--- src/rtl/fetch_unit.sv ---
// Hack CPU instruction-fetch stage: sequential PC issue to a variable-latency in-order ROM,
// in-order entry queue to decode, flush/redirect on invalidate. Define FETCH_PROTERR_EN for proto_err.
module fetch_unit #(
  parameter int unsigned     FIFO_DEPTH = 4,
  parameter int unsigned     PC_W       = 15,
  parameter int unsigned     INST_W     = 16,
  parameter logic [PC_W-1:0] RESET_PC   = '0
) (
  input  logic                   clk,
  input  logic                   rst,
  output logic                   imem_req,
  output logic [PC_W-1:0]        imem_addr,
  input  logic                   imem_gnt,
  input  logic                   imem_rsp_vld,
  input  logic [INST_W-1:0]      imem_rsp_data,
  output logic [PC_W+INST_W-1:0] fetched_info,
  output logic                   fetched_vld,
  input  logic                   fetched_gnt,
  input  logic                   invalidate,
  input  logic [PC_W-1:0]        redirect_pc
`ifdef FETCH_PROTERR_EN
  ,
  output logic                   proto_err
`endif
);

  localparam int unsigned AW = $clog2(FIFO_DEPTH);
  localparam int unsigned CW = AW + 1;
  localparam logic [CW:0] DEPTH_C = (CW+1)'(FIFO_DEPTH);

  typedef struct packed {
    logic [PC_W-1:0]   pc;
    logic [INST_W-1:0] inst;
  } fetch_st;

  logic [PC_W-1:0]       r_pc;
  logic [PC_W-1:0]       r_q_pc   [FIFO_DEPTH];
  logic [INST_W-1:0]     r_q_inst [FIFO_DEPTH];
  logic [FIFO_DEPTH-1:0] r_q_filled;
  logic [AW-1:0]         r_alloc_ptr;
  logic [AW-1:0]         r_fill_ptr;
  logic [AW-1:0]         r_head_ptr;
  logic [CW-1:0]         r_alloc_cnt;
  logic [CW-1:0]         r_unfilled_cnt;
  logic [CW-1:0]         r_drop_cnt;

  logic [CW:0] w_inflight;
  logic        w_req;
  logic        w_acc;
  logic        w_drop;
  logic        w_fill;
  logic        w_spur;
  logic        w_rsp_used;
  logic        w_vld;
  logic        w_pop;
  fetch_st     w_head;

  // Allocated entries plus responses still owed to a flushed window bound the ROM backlog.
  assign w_inflight = {1'b0, r_alloc_cnt} + {1'b0, r_drop_cnt};
  assign w_req      = !rst && !invalidate && (w_inflight < DEPTH_C);
  assign w_acc      = w_req && imem_gnt;
  assign w_drop     = imem_rsp_vld && (r_drop_cnt != '0);
  assign w_spur     = imem_rsp_vld && (r_drop_cnt == '0) && (r_unfilled_cnt == '0);
  assign w_rsp_used = imem_rsp_vld && !w_spur;
  assign w_fill     = imem_rsp_vld && (r_drop_cnt == '0) && (r_unfilled_cnt != '0);
  assign w_vld      = r_q_filled[r_head_ptr];
  assign w_pop      = w_vld && fetched_gnt && !invalidate;

  assign w_head.pc   = r_q_pc[r_head_ptr];
  assign w_head.inst = r_q_inst[r_head_ptr];

  assign imem_req     = w_req;
  assign imem_addr    = r_pc;
  assign fetched_vld  = w_vld;
  assign fetched_info = w_head;

  always_ff @(posedge clk or posedge rst) begin
    if (rst) begin
      r_pc           <= RESET_PC;
      r_q_filled     <= '0;
      r_alloc_ptr    <= '0;
      r_fill_ptr     <= '0;
      r_head_ptr     <= '0;
      r_alloc_cnt    <= '0;
      r_unfilled_cnt <= '0;
      r_drop_cnt     <= '0;
      for (int unsigned i = 0; i < FIFO_DEPTH; i++) begin
        r_q_pc[i]   <= '0;
        r_q_inst[i] <= '0;
      end
    end else if (invalidate) begin
      // Every unfilled entry still has a response coming; the one arriving now is already spent.
      r_pc           <= redirect_pc;
      r_q_filled     <= '0;
      r_alloc_ptr    <= '0;
      r_fill_ptr     <= '0;
      r_head_ptr     <= '0;
      r_alloc_cnt    <= '0;
      r_unfilled_cnt <= '0;
      r_drop_cnt     <= r_drop_cnt + r_unfilled_cnt - CW'(w_rsp_used);
    end else begin
      if (w_acc) begin
        r_q_pc[r_alloc_ptr]     <= r_pc;
        r_q_filled[r_alloc_ptr] <= 1'b0;
        r_alloc_ptr             <= r_alloc_ptr + AW'(1);
        r_pc                    <= r_pc + PC_W'(1);
      end
      if (w_drop) begin
        r_drop_cnt <= r_drop_cnt - CW'(1);
      end
      if (w_fill) begin
        r_q_inst[r_fill_ptr]   <= imem_rsp_data;
        r_q_filled[r_fill_ptr] <= 1'b1;
        r_fill_ptr             <= r_fill_ptr + AW'(1);
      end
      if (w_pop) begin
        r_q_filled[r_head_ptr] <= 1'b0;
        r_head_ptr             <= r_head_ptr + AW'(1);
      end
      r_alloc_cnt    <= r_alloc_cnt + CW'(w_acc) - CW'(w_pop);
      r_unfilled_cnt <= r_unfilled_cnt + CW'(w_acc) - CW'(w_fill);
    end
  end

`ifdef FETCH_PROTERR_EN
  logic r_proto_err;

  // A response in the very cycle of the first accept also sees nothing owed, so w_spur covers it.
  always_ff @(posedge clk or posedge rst) begin
    if (rst) begin
      r_proto_err <= 1'b0;
    end else if (w_spur) begin
      r_proto_err <= 1'b1;
    end
  end

  assign proto_err = r_proto_err;
`endif

endmodule

--- config.mk ---
export PLATFORM = sky130hd
export DESIGN_NAME = fetch_unit
export DESIGN_NICKNAME = d
export VERILOG_FILES = /design/src/rtl/fetch_unit.sv
export SDC_FILE = /design/constraint.sdc
export NUM_CORES = 1
export LEC_CHECK = 0
export ABC_AREA = 1
export BUFFER_PORTS_ARGS = -buffer_cell sky130_fd_sc_hd__buf_2
export CAP_MARGIN = 15
export CELL_PAD_IN_SITES_DETAIL_PLACEMENT = 0
export CELL_PAD_IN_SITES_GLOBAL_PLACEMENT = 1
export CORE_UTILIZATION = 40
export CTS_CLUSTER_DIAMETER = 30
export DETAILED_ROUTE_END_ITERATION = 6
export PLACE_DENSITY_LB_ADDON = 0.1
export SLEW_MARGIN = 40
export SYNTH_ARGS = -nofsm -noshare
export SYNTH_HDL_FRONTEND = slang
export SYNTH_SLANG_ARGS = --single-unit
--- constraint.sdc ---
create_clock -name clk -period 5.04 [get_ports clk]
set_clock_uncertainty 0.05 [all_clocks]
set_input_delay 0.504 -clock clk [delete_from_list [all_inputs] [get_ports clk]]
set_output_delay 0.504 -clock clk [all_outputs]
set_load 0.005 [all_outputs]
==> impl_table.tex, run 1 <==
\begin{tabular}{lr}
\hline
Metric & Value \\
\hline
\multicolumn{2}{l}{\textbf{Outcome}} \\
Result of the run & completed \\
\multicolumn{2}{l}{\textbf{Synthesis}} \\
Synth Area per Inst & 8.33 um\^{}2 \\
Most used standard cells in the synthesized netlist & sky130\_fd\_sc\_hd\_\_nand2\_1 (240), sky130\_fd\_sc\_hd\_\_o21ai\_0 (167), sky130\_fd\_sc\_hd\_\_dfrtp\_1 (158) \\
Async S/R FF share, synth & 1.00 \\
Total number of yosys warnings & 0 \\
Post-synthesis instance total & between 900 and 1,000 \\
Yosys top cell area share & 0.516 \\
Share of synthesized area occupied by flip-flops and latches & 0.516 \\
Biggest area consumer among synthesized cells & sky130\_fd\_sc\_hd\_\_dfrtp\_1 \\
Most instantiated flip-flop cell in the synthesis netlist & sky130\_fd\_sc\_hd\_\_dfrtp\_1 \\
Cell types occupying the most area after synthesis & sky130\_fd\_sc\_hd\_\_dfrtp\_1 (52\%), sky130\_fd\_sc\_hd\_\_nand2\_1 (12\%), sky130\_fd\_sc\_hd\_\_o21ai\_0 (11\%) \\
Most common cell in the synthesized netlist & sky130\_fd\_sc\_hd\_\_nand2\_1 \\
Number of flops mapped to enable cells by yosys & 0 \\
Syn nets & 983 \\
Post-synthesis sequential element count & 158 \\
Area of the mapped netlist & 7660 um\^{}2 \\
Distinct cell type count after synthesis & 30 \\
\multicolumn{2}{l}{\textbf{STA}} \\
Worst Hold Margin & 0.239 ns \\
Setup repair after global routing missed its margin & no \\
Clock period minus worst slack & 2.93 ns \\
Total count of max-transition violations in the final report & 0 \\
Setup total negative slack & 0 ns \\
Max Freq & 0.341 GHz \\
Share of the clock period used by the worst path & 0.581 \\
Number of setup violations in the final report & 0 \\
Worst path setup slack after routing & 2.11 ns \\
Count of endpoints failing hold in the final timing report & 0 \\
Measured slew at the worst slew-check pin & roughly 0.69 ns \\
Worst max-slew margin expressed relative to the limit & 0.537 \\
\multicolumn{2}{l}{\textbf{Clock tree}} \\
Total CTS buffers & 17 \\
Clock Pin Slew Worst Setup and Hold Paths & approximately 0.070 ns \\
Clock latency of the later-clocked register in the worst-skew pair & 0.43 ns \\
H-tree depth & 4 \\
Post-CTS Resized & 0 \\
Maximum root-to-sink buffer count & 2 \\
Hold-fix buffers, CTS & 0 \\
Root cell of the clock tree & sky130\_fd\_sc\_hd\_\_clkbuf\_16 \\
Clock tree from TritonCTS & done \\
Number of sinks driven by the clock tree & 158 \\
Buffers inserted during post-CTS setup optimization & 0 \\
\multicolumn{2}{l}{\textbf{Cells and area}} \\
Share of final-layout standard cells stronger than drive strength 1 & 0.147 \\
Area added between synthesis and finish & 15.4\% \\
Post-Route Utilization & 0.471 \\
Final cell area excluding filler cells & between 8000 and 9000 um\^{}2 \\
Final-layout fill cell count & 1,919 \\
Final \#Nets & between 1,000 and 1,500 \\
Antenna diode count & 0 \\
\multicolumn{2}{l}{\textbf{Die}} \\
Die Wd & around 140 um \\
DIE AREA & 19,700 um\^{}2 \\
Number of core rows & 50 \\
Die Y-Extent & 140 um \\
Core footprint & 18,800 um\^{}2 \\
IO Pins & 85 \\
Initial Util & 0.408 \\
\multicolumn{2}{l}{\textbf{Setup path}} \\
Max Fanout on Critical Path & 50 \\
Element type at the critical path end & output port \\
Endpoint required time on the critical path & between 4 and 5 ns \\
Reg2reg path depth & 12 \\
Flop-to-flop setup slack & 2.11 ns \\
Crit. Startpoint & r\_head\_ptr[0] \\
Start of the worst register-to-register path & r\_head\_ptr[0] \\
Last element of the critical path & fetched\_info[29] \\
Crit start category & register \\
Path type of the worst setup path & register to output port \\
Critical R2R Capture & r\_alloc\_cnt[2] \\
Arrival time of data at the critical path endpoint & 2.38 ns \\
\multicolumn{2}{l}{\textbf{Power and ir drop}} \\
Leakage power of the design & 4.49 nW \\
Max rail drop VDD & 0.228 mV \\
Pwr Density & $\sim$410 nW/um\^{}2 \\
\multicolumn{2}{l}{\textbf{Placed design}} \\
Number of buffer cells added on primary ports & 84 \\
Area after detailed placement & $\sim$8200 um\^{}2 \\
GP Congestion & roughly 0.84 \\
Worst slack, placed & 2.00 ns \\
Detail Placement HPWL & 11,900 um \\
\multicolumn{2}{l}{\textbf{Drt}} \\
Overall routed net length & approximately 19,000 um \\
DRT iter0 DRCs & 352 \\
Final ANT Viol Nets & 0 \\
DRC violations left & 0 \\
Routed length per placed instance & approximately 16 um \\
Vias per cell & slightly above 5 \\
Number of detailed-routing iterations run before antenna repair & 4 \\
Via count & 6,196 \\
\multicolumn{2}{l}{\textbf{Min path}} \\
Hold crit path type & input port to register \\
\multicolumn{2}{l}{\textbf{GRT}} \\
Maximum number of pins on one net before global-route repair & 85 \\
Vias in the first global route & around 6,200 \\
First-pass GRT wire length & about 32,000 um \\
GRT Util Overall & 0.210 \\
Total congestion overflow & 0 \\
Initial antenna violation count & 0 \\
\multicolumn{2}{l}{\textbf{Job}} \\
Count of max-cap constraint violations & 0 \\
\hline
\end{tabular}
-- cells by family after synthesis --
| family | count (synthesis) | synth area share |
|---|---|---|
| buffers and inverters | 117 | 0.0624 |
| adder cells (fa/ha/maj) | 27 | 0.0470 |
| XOR/XNOR | 12 | 0.0137 |
| flip-flops | 158 | 0.516 |
| AO/OA/AOI/OAI | 222 | 0.151 |
| AND/OR/NAND/NOR | 383 | 0.210 |
-- worst min path at each step --
stage | from | endpoint | slack (ns) | cells past startpoint
2_1_floorplan | r_q_pc[20] | r_q_pc[20] | 0.39 | 2
3_3_place_gp | r_q_pc[20] | r_q_pc[20] | 0.41 | 2
3_5_place_dp | r_q_pc[20] | r_q_pc[20] | 0.41 | 2
4_1_cts | redirect_pc[9] | imem_addr[9] | 0.23 | 3
5_1_grt | redirect_pc[9] | imem_addr[9] | 0.24 | 3
6_report | redirect_pc[9] | imem_addr[9] | 0.24 | 3
-- cells in the final DEF (no fill, tap or decap), drive strengths merged --
cell type	instances
ha	24
a21oi	1
inv	69
or2	4
nand2	241
xor2	7
nor2	80
bufinv	3
nand4	5
nand3	49
clkinv	4
clkbuf	17
o211ai	1
and2	1
fa	3
nand3b	2
xnor2	5
nor3	1
o22ai	32
dfrtp	158
o21ai	188
buf	90
clkinvlp	4
-- state kept, by name, indices dropped and copies added, names as in the netlist, 3 cells and up --
name / count
r_alloc_cnt: 3
r_drop_cnt: 3
r_unfilled_cnt: 3
r_q_pc: 60
r_q_filled: 4
imem_addr: 15
r_q_inst: 64
-- power breakdown --
group / internal (mW) / total [mW] / switching [mW]
clock: 0.787 / 1.34 / 0.557
combinational: 0.316 / 0.718 / 0.402
sequential: 1.45 / 1.58 / 0.128
-- layer usage --
metal | vias to the layer above | wire length (um) | global-route usage
li1 | 3119 | - | -
met1 | 2968 | 9900 | 0.307
met2 | 93 | 8450 | 0.316
met3 | 16 | 590 | 0.0397
met4 | 0 | 227 | 0.0636
met5 | - | 0 | 0
-- critical path: stages (launching register included) --
cell and delay (ns):
sky130_fd_sc_hd__dfrtp_2 0.54, sky130_fd_sc_hd__inv_2 0.32, sky130_fd_sc_hd__buf_4 0.52, sky130_fd_sc_hd__o21ai_0 0.14, sky130_fd_sc_hd__o22ai_1 0.25, sky130_fd_sc_hd__buf_2 0.17
-- layout make-up --
cell class | count | area (um^2) | area share
flip-flops and latches | 158 | 3960 | 0.447
multi-input cells | 644 | 3240 | 0.366
repair buffers | 90 | 498 | 0.0563
clock buffers | 17 | 425 | 0.0481
well taps | 234 | 293 | 0.0331
inverters | 65 | 248 | 0.0280
clock inverters | 15 | 184 | 0.0208
-- through the flow --
step / cells / power (mW)
2_1_floorplan: 919 / 2.05
3_3_place_gp: 1190 / 2.32
3_5_place_dp: 1191 / 2.33
4_1_cts: 1223 / 3.68
5_1_grt: 1223 / 3.87
6_report: 1223 / 3.64
No activity file was read; power rests on OpenSTA's default activity.
==> run 2: changes to the inputs <==
--- a/config.mk
+++ b/config.mk
@@ -5,12 +5,12 @@
 export SDC_FILE = /design/constraint.sdc
 export NUM_CORES = 1
 export LEC_CHECK = 0
-export ABC_AREA = 1
+export ABC_AREA = 0
 export BUFFER_PORTS_ARGS = -buffer_cell sky130_fd_sc_hd__buf_2
 export CAP_MARGIN = 15
 export CELL_PAD_IN_SITES_DETAIL_PLACEMENT = 0
 export CELL_PAD_IN_SITES_GLOBAL_PLACEMENT = 1
-export CORE_UTILIZATION = 40
+export CORE_UTILIZATION = 46
 export CTS_CLUSTER_DIAMETER = 30
 export DETAILED_ROUTE_END_ITERATION = 6
 export PLACE_DENSITY_LB_ADDON = 0.1
==> constraint.sdc (replaced) <==
create_clock -name clk -period 2.73 [get_ports clk]
set_clock_uncertainty 0.05 [all_clocks]
set_input_delay 0.273 -clock clk [delete_from_list [all_inputs] [get_ports clk]]
set_output_delay 0.273 -clock clk [all_outputs]
set_load 0.005 [all_outputs]
==> run 2 against run 1 <==
Effect of this change:
- first-iteration DRC count is 49% lower
- setup slack worse by 1.9 ns
- critical path depth is 8 higher
- cell count is 29% lower
- synthesized cell count is 39% lower
- sequential share of layout area is 0.22 points higher
- hold slack worse by 0.22 ns
- final area is 0.50% lower
- critical path type is now register to register
==> impl_table.tex, run 2 <==
\begin{tabular}{lr}
\hline
Metric & Value \\
\hline
\multicolumn{2}{l}{\textbf{Outcome}} \\
Result of the run & completed (unchanged) \\
\multicolumn{2}{l}{\textbf{Setup path}} \\
Crit start category & register (unchanged) \\
Flop-to-flop setup slack & 0.19 ns (was 2.11 ns) \\
Endpoint required time on the critical path & 3.02 ns (was 4.49 ns) \\
Largest stage delay, worst path & 0.41 ns (was 0.54 ns) \\
Number of buffer and inverter instances along the worst setup path & 2 (was 3) \\
Arrival time of data at the critical path endpoint & 2.82 ns (was 2.38 ns) \\
Element type at the critical path end & register (was output port) \\
Cell with the largest stage delay on the worst path & sky130\_fd\_sc\_hd\_\_dfrtp\_1 (was sky130\_fd\_sc\_hd\_\_dfrtp\_2) \\
Max Fanout on Critical Path & 4 (was 50) \\
Top cell family by delay on the critical path & adder cells (was buffers and inverters) \\
Worst-path cell chain & inv\_1, ha\_1, nand2b\_1, nand2\_1, nand2\_1, ha\_1, inv\_1, ha\_1, fa\_1, xnor2\_1, xnor2\_1, a21oi\_1, xnor2\_1 (was inv\_2, buf\_4, o21ai\_0, o22ai\_1, buf\_2) \\
Path type of the worst setup path & register to register (was register to output port) \\
\multicolumn{2}{l}{\textbf{Cells and area}} \\
Combined area of the multi-input logic cells & 3300 um\^{}2 (was 3240 um\^{}2) \\
Final cell area excluding filler cells & 8800 um\^{}2 (was 8840 um\^{}2) \\
Share of final-layout standard cells stronger than drive strength 1 & 0.428 (was 0.147) \\
Antenna diode count & 0 (unchanged) \\
Most common library cell in the layout ignoring fill and taps & sky130\_fd\_sc\_hd\_\_dfrtp\_1 (was sky130\_fd\_sc\_hd\_\_nand2\_1) \\
Max FFs per register & 64 (unchanged) \\
Final \#Nets & 709 (was 1,040) \\
Area added between synthesis and finish & 16.3\% (was 15.4\%) \\
Cell Count, Final, Fillers Out & 873 (was 1,223) \\
Reg area & 3960 um\^{}2 (unchanged) \\
Final-layout fill cell count & 1,391 (was 1,919) \\
Post-Route Utilization & 0.552 (was 0.471) \\
Biggest register & r\_q\_inst (unchanged) \\
Most used cells in the layout excluding fill and tap cells & sky130\_fd\_sc\_hd\_\_dfrtp\_1 (157), sky130\_fd\_sc\_hd\_\_mux2\_2 (106), sky130\_fd\_sc\_hd\_\_buf\_2 (84) (was sky130\_fd\_sc\_hd\_\_nand2\_1 (236), sky130\_fd\_sc\_hd\_\_o21ai\_0 (167), sky130\_fd\_sc\_hd\_\_dfrtp\_1 (157)) \\
\multicolumn{2}{l}{\textbf{STA}} \\
Share of the clock period used by the worst path & 0.929 \\
Number of setup violations in the final report & 0 (unchanged) \\
Measured slew at the worst slew-check pin & 0.716 ns (was 0.692 ns) \\
Max Freq & 0.394 GHz \\
Worst max-slew margin expressed relative to the limit & 0.523 (was 0.537) \\
Total count of max-transition violations in the final report & 0 (unchanged) \\
Count of endpoints failing hold in the final timing report & 0 (unchanged) \\
Setup total negative slack & 0 ns (unchanged) \\
Clock period minus worst slack & 2.54 ns \\
Setup repair after global routing missed its margin & no (unchanged) \\
\multicolumn{2}{l}{\textbf{Clock tree}} \\
H-tree depth & 4 (unchanged) \\
Clock Pin Slew Worst Setup and Hold Paths & 0.06 ns (was 0.07 ns) \\
Number of sinks driven by the clock tree & 158 (unchanged) \\
Total CTS buffers & 17 (unchanged) \\
Root cell of the clock tree & sky130\_fd\_sc\_hd\_\_clkbuf\_16 (unchanged) \\
Clock tree from TritonCTS & done (unchanged) \\
Maximum root-to-sink buffer count & 2 (unchanged) \\
Clock latency of the later-clocked register in the worst-skew pair & 0.41 ns (was 0.43 ns) \\
\multicolumn{2}{l}{\textbf{Synthesis}} \\
Share of synthesized area occupied by flip-flops and latches & 0.523 (was 0.516) \\
Number of flops mapped to enable cells by yosys & 0 (unchanged) \\
Distinct cell type count after synthesis & 51 (was 30) \\
Synth Area per Inst & 13.5 um\^{}2 (was 8.33 um\^{}2) \\
Yosys top cell area share & 0.523 (was 0.516) \\
Syn nets & 624 (was 983) \\
Most common cell in the synthesized netlist & sky130\_fd\_sc\_hd\_\_dfrtp\_1 (was sky130\_fd\_sc\_hd\_\_nand2\_1) \\
Biggest area consumer among synthesized cells & sky130\_fd\_sc\_hd\_\_dfrtp\_1 (unchanged) \\
Most instantiated flip-flop cell in the synthesis netlist & sky130\_fd\_sc\_hd\_\_dfrtp\_1 (unchanged) \\
Post-synthesis sequential element count & 158 (unchanged) \\
Most used standard cells in the synthesized netlist & sky130\_fd\_sc\_hd\_\_dfrtp\_1 (158), sky130\_fd\_sc\_hd\_\_mux2\_2 (106), sky130\_fd\_sc\_hd\_\_nand2\_1 (45) (was sky130\_fd\_sc\_hd\_\_nand2\_1 (240), sky130\_fd\_sc\_hd\_\_o21ai\_0 (167), sky130\_fd\_sc\_hd\_\_dfrtp\_1 (158)) \\
Async S/R FF share, synth & 1.00 (unchanged) \\
Post-synthesis instance total & 560 (was 919) \\
Cell types occupying the most area after synthesis & sky130\_fd\_sc\_hd\_\_dfrtp\_1 (52\%), sky130\_fd\_sc\_hd\_\_mux2\_2 (16\%), sky130\_fd\_sc\_hd\_\_mux4\_2 (9.5\%) (was sky130\_fd\_sc\_hd\_\_dfrtp\_1 (52\%), sky130\_fd\_sc\_hd\_\_nand2\_1 (12\%), sky130\_fd\_sc\_hd\_\_o21ai\_0 (11\%)) \\
Total number of yosys warnings & 0 (unchanged) \\
Area of the mapped netlist & 7560 um\^{}2 (was 7660 um\^{}2) \\
\multicolumn{2}{l}{\textbf{GRT}} \\
Initial antenna violation count & 0 (unchanged) \\
GRT Util Overall & 0.201 (was 0.210) \\
Vias in the first global route & 4,841 (was 6,153) \\
Maximum number of pins on one net before global-route repair & 125 (was 85) \\
First-pass GRT wire length & 25,200 um (was 31,900 um) \\
Total congestion overflow & 0 (unchanged) \\
\multicolumn{2}{l}{\textbf{Power and ir drop}} \\
Leakage power of the design & 4.22 nW (was 4.49 nW) \\
Max rail drop VDD & 0.529 mV (was 0.228 mV) \\
Pwr Density & 780 nW/um\^{}2 (was 412 nW/um\^{}2) \\
\multicolumn{2}{l}{\textbf{Drt}} \\
Vias per cell & 5.35 (was 5.07) \\
Routed length per placed instance & 17.8 um (was 15.7 um) \\
Final ANT Viol Nets & 0 (unchanged) \\
Overall routed net length & 15,500 um (was 19,200 um) \\
Via count & 4,671 (was 6,196) \\
DRT iter0 DRCs & 181 (was 352) \\
Number of detailed-routing iterations run before antenna repair & 4 (unchanged) \\
DRC violations left & 0 (unchanged) \\
\multicolumn{2}{l}{\textbf{Placed design}} \\
Area after detailed placement & 8180 um\^{}2 (was 8230 um\^{}2) \\
Dpl cells & 840 (was 1,191) \\
GP Congestion & 0.773 (was 0.844) \\
Number of buffer cells added on primary ports & 84 (unchanged) \\
Detail Placement HPWL & 10,100 um (was 11,900 um) \\
\multicolumn{2}{l}{\textbf{Die}} \\
Initial Util & 0.474 (was 0.408) \\
Core footprint & 15,900 um\^{}2 (was 18,800 um\^{}2) \\
IO Pins & 85 (unchanged) \\
Number of core rows & 46 (was 50) \\
Die Wd & 130 um (was 140 um) \\
DIE AREA & 17,000 um\^{}2 (was 19,700 um\^{}2) \\
Die Y-Extent & 130 um (was 140 um) \\
\multicolumn{2}{l}{\textbf{Job}} \\
Count of max-cap constraint violations & 0 (unchanged) \\
\multicolumn{2}{l}{\textbf{Min path}} \\
Hold crit path type & input port to register (unchanged) \\
\hline
\end{tabular}
==> run 2: changes by cell type after synthesis, sizes merged, moves of 5 or more <==
cell and change:
a21oi +8, o22ai -32, nand3 -45, clkbuf -11, nand2 -195, o21ai -157, nor2 -59, xor2 -6
mux2 +109, inv -43, mux4 +32, o311ai +5
==> run 2: cell families after synthesis <==
group,after synthesis,share of synthesized area
simple gates,96,0.0619
compound gates,67,0.0567
mux,142,0.259
xor+xnor,10,0.0116
flops,158,0.523
fa+ha+maj,27,0.0476
buf+inv,60,0.0407
==> run 2: cell type report <==
type	instances	area share
repair buffers	104	0.0668
clock inverters	9	0.0125
flip-flops and latches	158	0.450
multi-input cells	342	0.375
clock buffers	22	0.0550
inverters	22	0.00981
well taps	216	0.0307
==> run 2: worst register-to-register path, stage by stage (launching register included) <==
cell	delay (ns)
sky130_fd_sc_hd__dfrtp_1	0.41
sky130_fd_sc_hd__inv_1	0.11
sky130_fd_sc_hd__ha_1	0.15
sky130_fd_sc_hd__nand2b_1	0.12
sky130_fd_sc_hd__nand2_1	0.11
sky130_fd_sc_hd__nand2_1	0.06
sky130_fd_sc_hd__ha_1	0.27
sky130_fd_sc_hd__inv_1	0.04
sky130_fd_sc_hd__ha_1	0.18
sky130_fd_sc_hd__fa_1	0.37
sky130_fd_sc_hd__xnor2_1	0.14
sky130_fd_sc_hd__xnor2_1	0.13
sky130_fd_sc_hd__a21oi_1	0.19
sky130_fd_sc_hd__xnor2_1	0.13
==> run 2: worst paths after layout <==
kind,from,to,cells after the start
worst max-delay path,r_drop_cnt[1],r_drop_cnt[2],13
worst min-delay path,redirect_pc[1],imem_addr[1],3
worst max register to register,r_drop_cnt[1],r_drop_cnt[2],13
worst min register to register,r_q_pc[33],r_q_pc[33],2
max in group asynchronous,rst,r_q_pc[7],4
min in group asynchronous,rst,r_alloc_cnt[2],4
==> run 2: through the flow <==
| stage | power [mW] | setup slack, ns | hold WS [ns] |
|---|---|---|---|
| final | 6.86 | 0.194 | 0.0144 |
| after global routing | 7.28 | 0.0249 | 0.0191 |
| after CTS | 6.96 | 0.141 | 0.000910 |
| after detailed placement | 4.59 | 0.151 | 0.424 |
| after global placement | 4.52 | 0.251 | 0.406 |
| after floorplan | 4.02 | 0.0376 | 0.335 |
==> run 2: per-layer routing <==
layer  share of wire  vias to the layer above  track usage
li1                -                     2171            -
met1            0.46                     2383        0.268
met4          0.0094                        0       0.0602
met3           0.043                       13       0.0439
met2            0.49                      104        0.329
met5               0                        -            0
==> run 2: timing repair <==
item | in CTS | in global routing
setup buffers | 0 | 0
endpoints found under the hold margin | 33 | 0
endpoints found under the setup margin | 0 | 1
gates resized for setup | 0 | 1
hold buffers | 2 | 0
==> run 2: power by group <==
part / switching (mW) / leakage, nW / internal (mW)
clock: 0.902 / 0.284 / 1.44
sequential: 0.276 / 2.13 / 2.75
combinational: 0.638 / 1.81 / 0.860
total: 1.82 / 4.22 / 5.05
==> run 3: changes to the inputs <==
--- a/config.mk
+++ b/config.mk
@@ -10,7 +10,7 @@
 export CAP_MARGIN = 15
 export CELL_PAD_IN_SITES_DETAIL_PLACEMENT = 0
 export CELL_PAD_IN_SITES_GLOBAL_PLACEMENT = 1
-export CORE_UTILIZATION = 46
+export CORE_UTILIZATION = 35
 export CTS_CLUSTER_DIAMETER = 30
 export DETAILED_ROUTE_END_ITERATION = 6
 export PLACE_DENSITY_LB_ADDON = 0.1
==> run 3 against run 2 <==
Effect of this change:
- clock power up 12%
- total power up 4.8%
- critical endpoint is now r_unfilled_cnt[2]
- global-route usage shrank 3.6 points
- sequential power about the same
- critical path depth decreased by 1
==> impl_table.tex, run 3 (synthesis results as in run 2) <==
\begin{tabular}{lr}
\hline
Metric & Value \\
\hline
\multicolumn{2}{l}{\textbf{Setup path}} \\
Max Fanout on Critical Path & 3 (was 4) \\
Crit start category & register (unchanged) \\
Endpoint required time on the critical path & 2.97 ns (was 3.02 ns) \\
Path type of the worst setup path & register to register (unchanged) \\
Arrival time of data at the critical path endpoint & 2.77 ns (was 2.82 ns) \\
Element type at the critical path end & register (unchanged) \\
\multicolumn{2}{l}{\textbf{Min path}} \\
Hold crit path type & input port to register (unchanged) \\
\multicolumn{2}{l}{\textbf{STA}} \\
Worst max-slew margin expressed relative to the limit & 0.514 (was 0.523) \\
Clock period minus worst slack & 2.53 ns (was 2.54 ns) \\
Worst Hold Margin & 0.0187 ns (was 0.0144 ns) \\
Worst path setup slack after routing & 0.199 ns (was 0.194 ns) \\
Setup total negative slack & 0 ns (unchanged) \\
Share of the clock period used by the worst path & 0.927 (was 0.929) \\
Total count of max-transition violations in the final report & 0 (unchanged) \\
Max Freq & 0.395 GHz (was 0.394 GHz) \\
Setup repair after global routing missed its margin & no (unchanged) \\
Measured slew at the worst slew-check pin & 0.729 ns (was 0.716 ns) \\
Count of endpoints failing hold in the final timing report & 0 (unchanged) \\
Number of setup violations in the final report & 0 (unchanged) \\
\multicolumn{2}{l}{\textbf{Placed design}} \\
Worst slack, placed & 0.146 ns (was 0.151 ns) \\
Number of buffer cells added on primary ports & 84 (unchanged) \\
GP Congestion & 0.711 (was 0.773) \\
Detail Placement HPWL & 11,100 um (was 10,100 um) \\
\multicolumn{2}{l}{\textbf{Clock tree}} \\
Maximum root-to-sink buffer count & 2 (unchanged) \\
Clock latency of the later-clocked register in the worst-skew pair & 0.41 ns (about the same) \\
Root cell of the clock tree & sky130\_fd\_sc\_hd\_\_clkbuf\_16 (unchanged) \\
H-tree depth & 4 (unchanged) \\
Clock Pin Slew Worst Setup and Hold Paths & 0.06 ns (about the same) \\
Buffers inserted during post-CTS setup optimization & 0 (unchanged) \\
Clock tree from TritonCTS & done (unchanged) \\
Number of sinks driven by the clock tree & 158 (unchanged) \\
Total CTS buffers & 17 (unchanged) \\
\multicolumn{2}{l}{\textbf{Drt}} \\
Via count & 4,715 (was 4,671) \\
Final ANT Viol Nets & 0 (unchanged) \\
DRC violations left & 0 (unchanged) \\
DRT iter0 DRCs & 174 (was 181) \\
Number of detailed-routing iterations run before antenna repair & 4 (unchanged) \\
Routed length per placed instance & 18.0 um (was 17.8 um) \\
Vias per cell & 5.04 (was 5.35) \\
Overall routed net length & 16,800 um (was 15,500 um) \\
\multicolumn{2}{l}{\textbf{Outcome}} \\
Result of the run & completed (unchanged) \\
\multicolumn{2}{l}{\textbf{Cells and area}} \\
Biggest register & r\_q\_inst (unchanged) \\
Most common library cell in the layout ignoring fill and taps & sky130\_fd\_sc\_hd\_\_dfrtp\_1 (unchanged) \\
Share of final-layout standard cells stronger than drive strength 1 & 0.437 (was 0.428) \\
Final \#Nets & 713 (was 709) \\
Max FFs per register & 64 (unchanged) \\
Antenna diode count & 0 (unchanged) \\
Most used cells in the layout excluding fill and tap cells & sky130\_fd\_sc\_hd\_\_dfrtp\_1 (157), sky130\_fd\_sc\_hd\_\_mux2\_2 (106), sky130\_fd\_sc\_hd\_\_buf\_2 (84) (unchanged) \\
Area added between synthesis and finish & 19.1\% (was 16.3\%) \\
\multicolumn{2}{l}{\textbf{Power and ir drop}} \\
Leakage power of the design & 4.29 nW (was 4.22 nW) \\
Pwr Density & 799 nW/um\^{}2 (was 780 nW/um\^{}2) \\
Max rail drop VDD & 0.364 mV (was 0.529 mV) \\
\multicolumn{2}{l}{\textbf{GRT}} \\
Total congestion overflow & 0 (unchanged) \\
GRT Util Overall & 0.164 (was 0.201) \\
Vias in the first global route & 4,987 (was 4,841) \\
Initial antenna violation count & 0 (unchanged) \\
First-pass GRT wire length & 27,700 um (was 25,200 um) \\
Maximum number of pins on one net before global-route repair & 82 (was 125) \\
\multicolumn{2}{l}{\textbf{Die}} \\
Core footprint & 21,100 um\^{}2 (was 15,900 um\^{}2) \\
Die Y-Extent & 149 um (was 130 um) \\
Initial Util & 0.359 (was 0.474) \\
Number of core rows & 53 (was 46) \\
Die Wd & 149 um (was 130 um) \\
IO Pins & 85 (unchanged) \\
DIE AREA & 22,200 um\^{}2 (was 17,000 um\^{}2) \\
\multicolumn{2}{l}{\textbf{Job}} \\
Count of max-cap constraint violations & 0 (unchanged) \\
\hline
\end{tabular}
run 3: metrics by stage:
stage          area (um^2)   util  power, mW  std cells
2_1_floorplan         7570      -       4.02        560
4_1_cts               9000  0.427       7.29        936
5_1_grt               9010  0.427       7.62        936
6_report              9010  0.427       7.19        936
3_3_place_gp          8320  0.395       4.56        903
3_5_place_dp          8320  0.395       4.62        903
run 3: cell type report:
cell class | instances | area, um^2
clock buffers | 18 | 439
repair buffers | 108 | 656
flip-flops and latches | 158 | 3960
multi-input cells | 342 | 3310
inverters | 22 | 86.3
well taps | 275 | 344
clock inverters | 13 | 213
fillers | 1983 | 12100
run 3: path summary, 6_finish.rpt:
path	slack, ns	endpoint	start	cells past startpoint
min reg2reg	0.43	r_q_pc[59]	r_q_pc[59]	2
max	0.20	r_unfilled_cnt[2]	r_alloc_cnt[1]	12
min	0.02	imem_addr[6]	redirect_pc[6]	3
max in group asynchronous	1.31	r_q_inst[48]	rst	4
min in group asynchronous	0.48	r_drop_cnt[1]	rst	3
max reg2reg	0.20	r_unfilled_cnt[2]	r_alloc_cnt[1]	12
run 3: power breakdown:
group          switching (mW)  internal (mW)  leakage (nW)
combinational           0.655          0.886          1.85
sequential              0.290           2.75          2.13
clock                   0.965           1.65         0.309
run 3: critical path: stages, from the launching register on:
cell and delay [ns]:
sky130_fd_sc_hd__dfrtp_1 0.43, sky130_fd_sc_hd__ha_1 0.30, sky130_fd_sc_hd__nand3_1 0.09, sky130_fd_sc_hd__and4_1 0.24, sky130_fd_sc_hd__inv_2 0.06, sky130_fd_sc_hd__ha_1 0.26
sky130_fd_sc_hd__inv_1 0.06, sky130_fd_sc_hd__ha_1 0.13, sky130_fd_sc_hd__inv_1 0.04, sky130_fd_sc_hd__fa_1 0.37, sky130_fd_sc_hd__xnor2_1 0.18, sky130_fd_sc_hd__xnor2_1 0.14
sky130_fd_sc_hd__nor2_1 0.05
run 3: per-layer routing:
metal | global-route usage | vias up | share of wire
met2 | 0.272 | 105 | 0.49
met4 | 0.0352 | 0 | 0.0068
li1 | - | 2186 | -
met5 | 0 | - | 0
met3 | 0.0376 | 10 | 0.041
met1 | 0.220 | 2414 | 0.46
run 3: repair_timing:
item | in CTS | in global routing
hold buffers | 2 | 0
endpoints found under the hold margin | 25 | 0
gates resized for setup | 0 | 4
setup endpoints to repair | 0 | 1
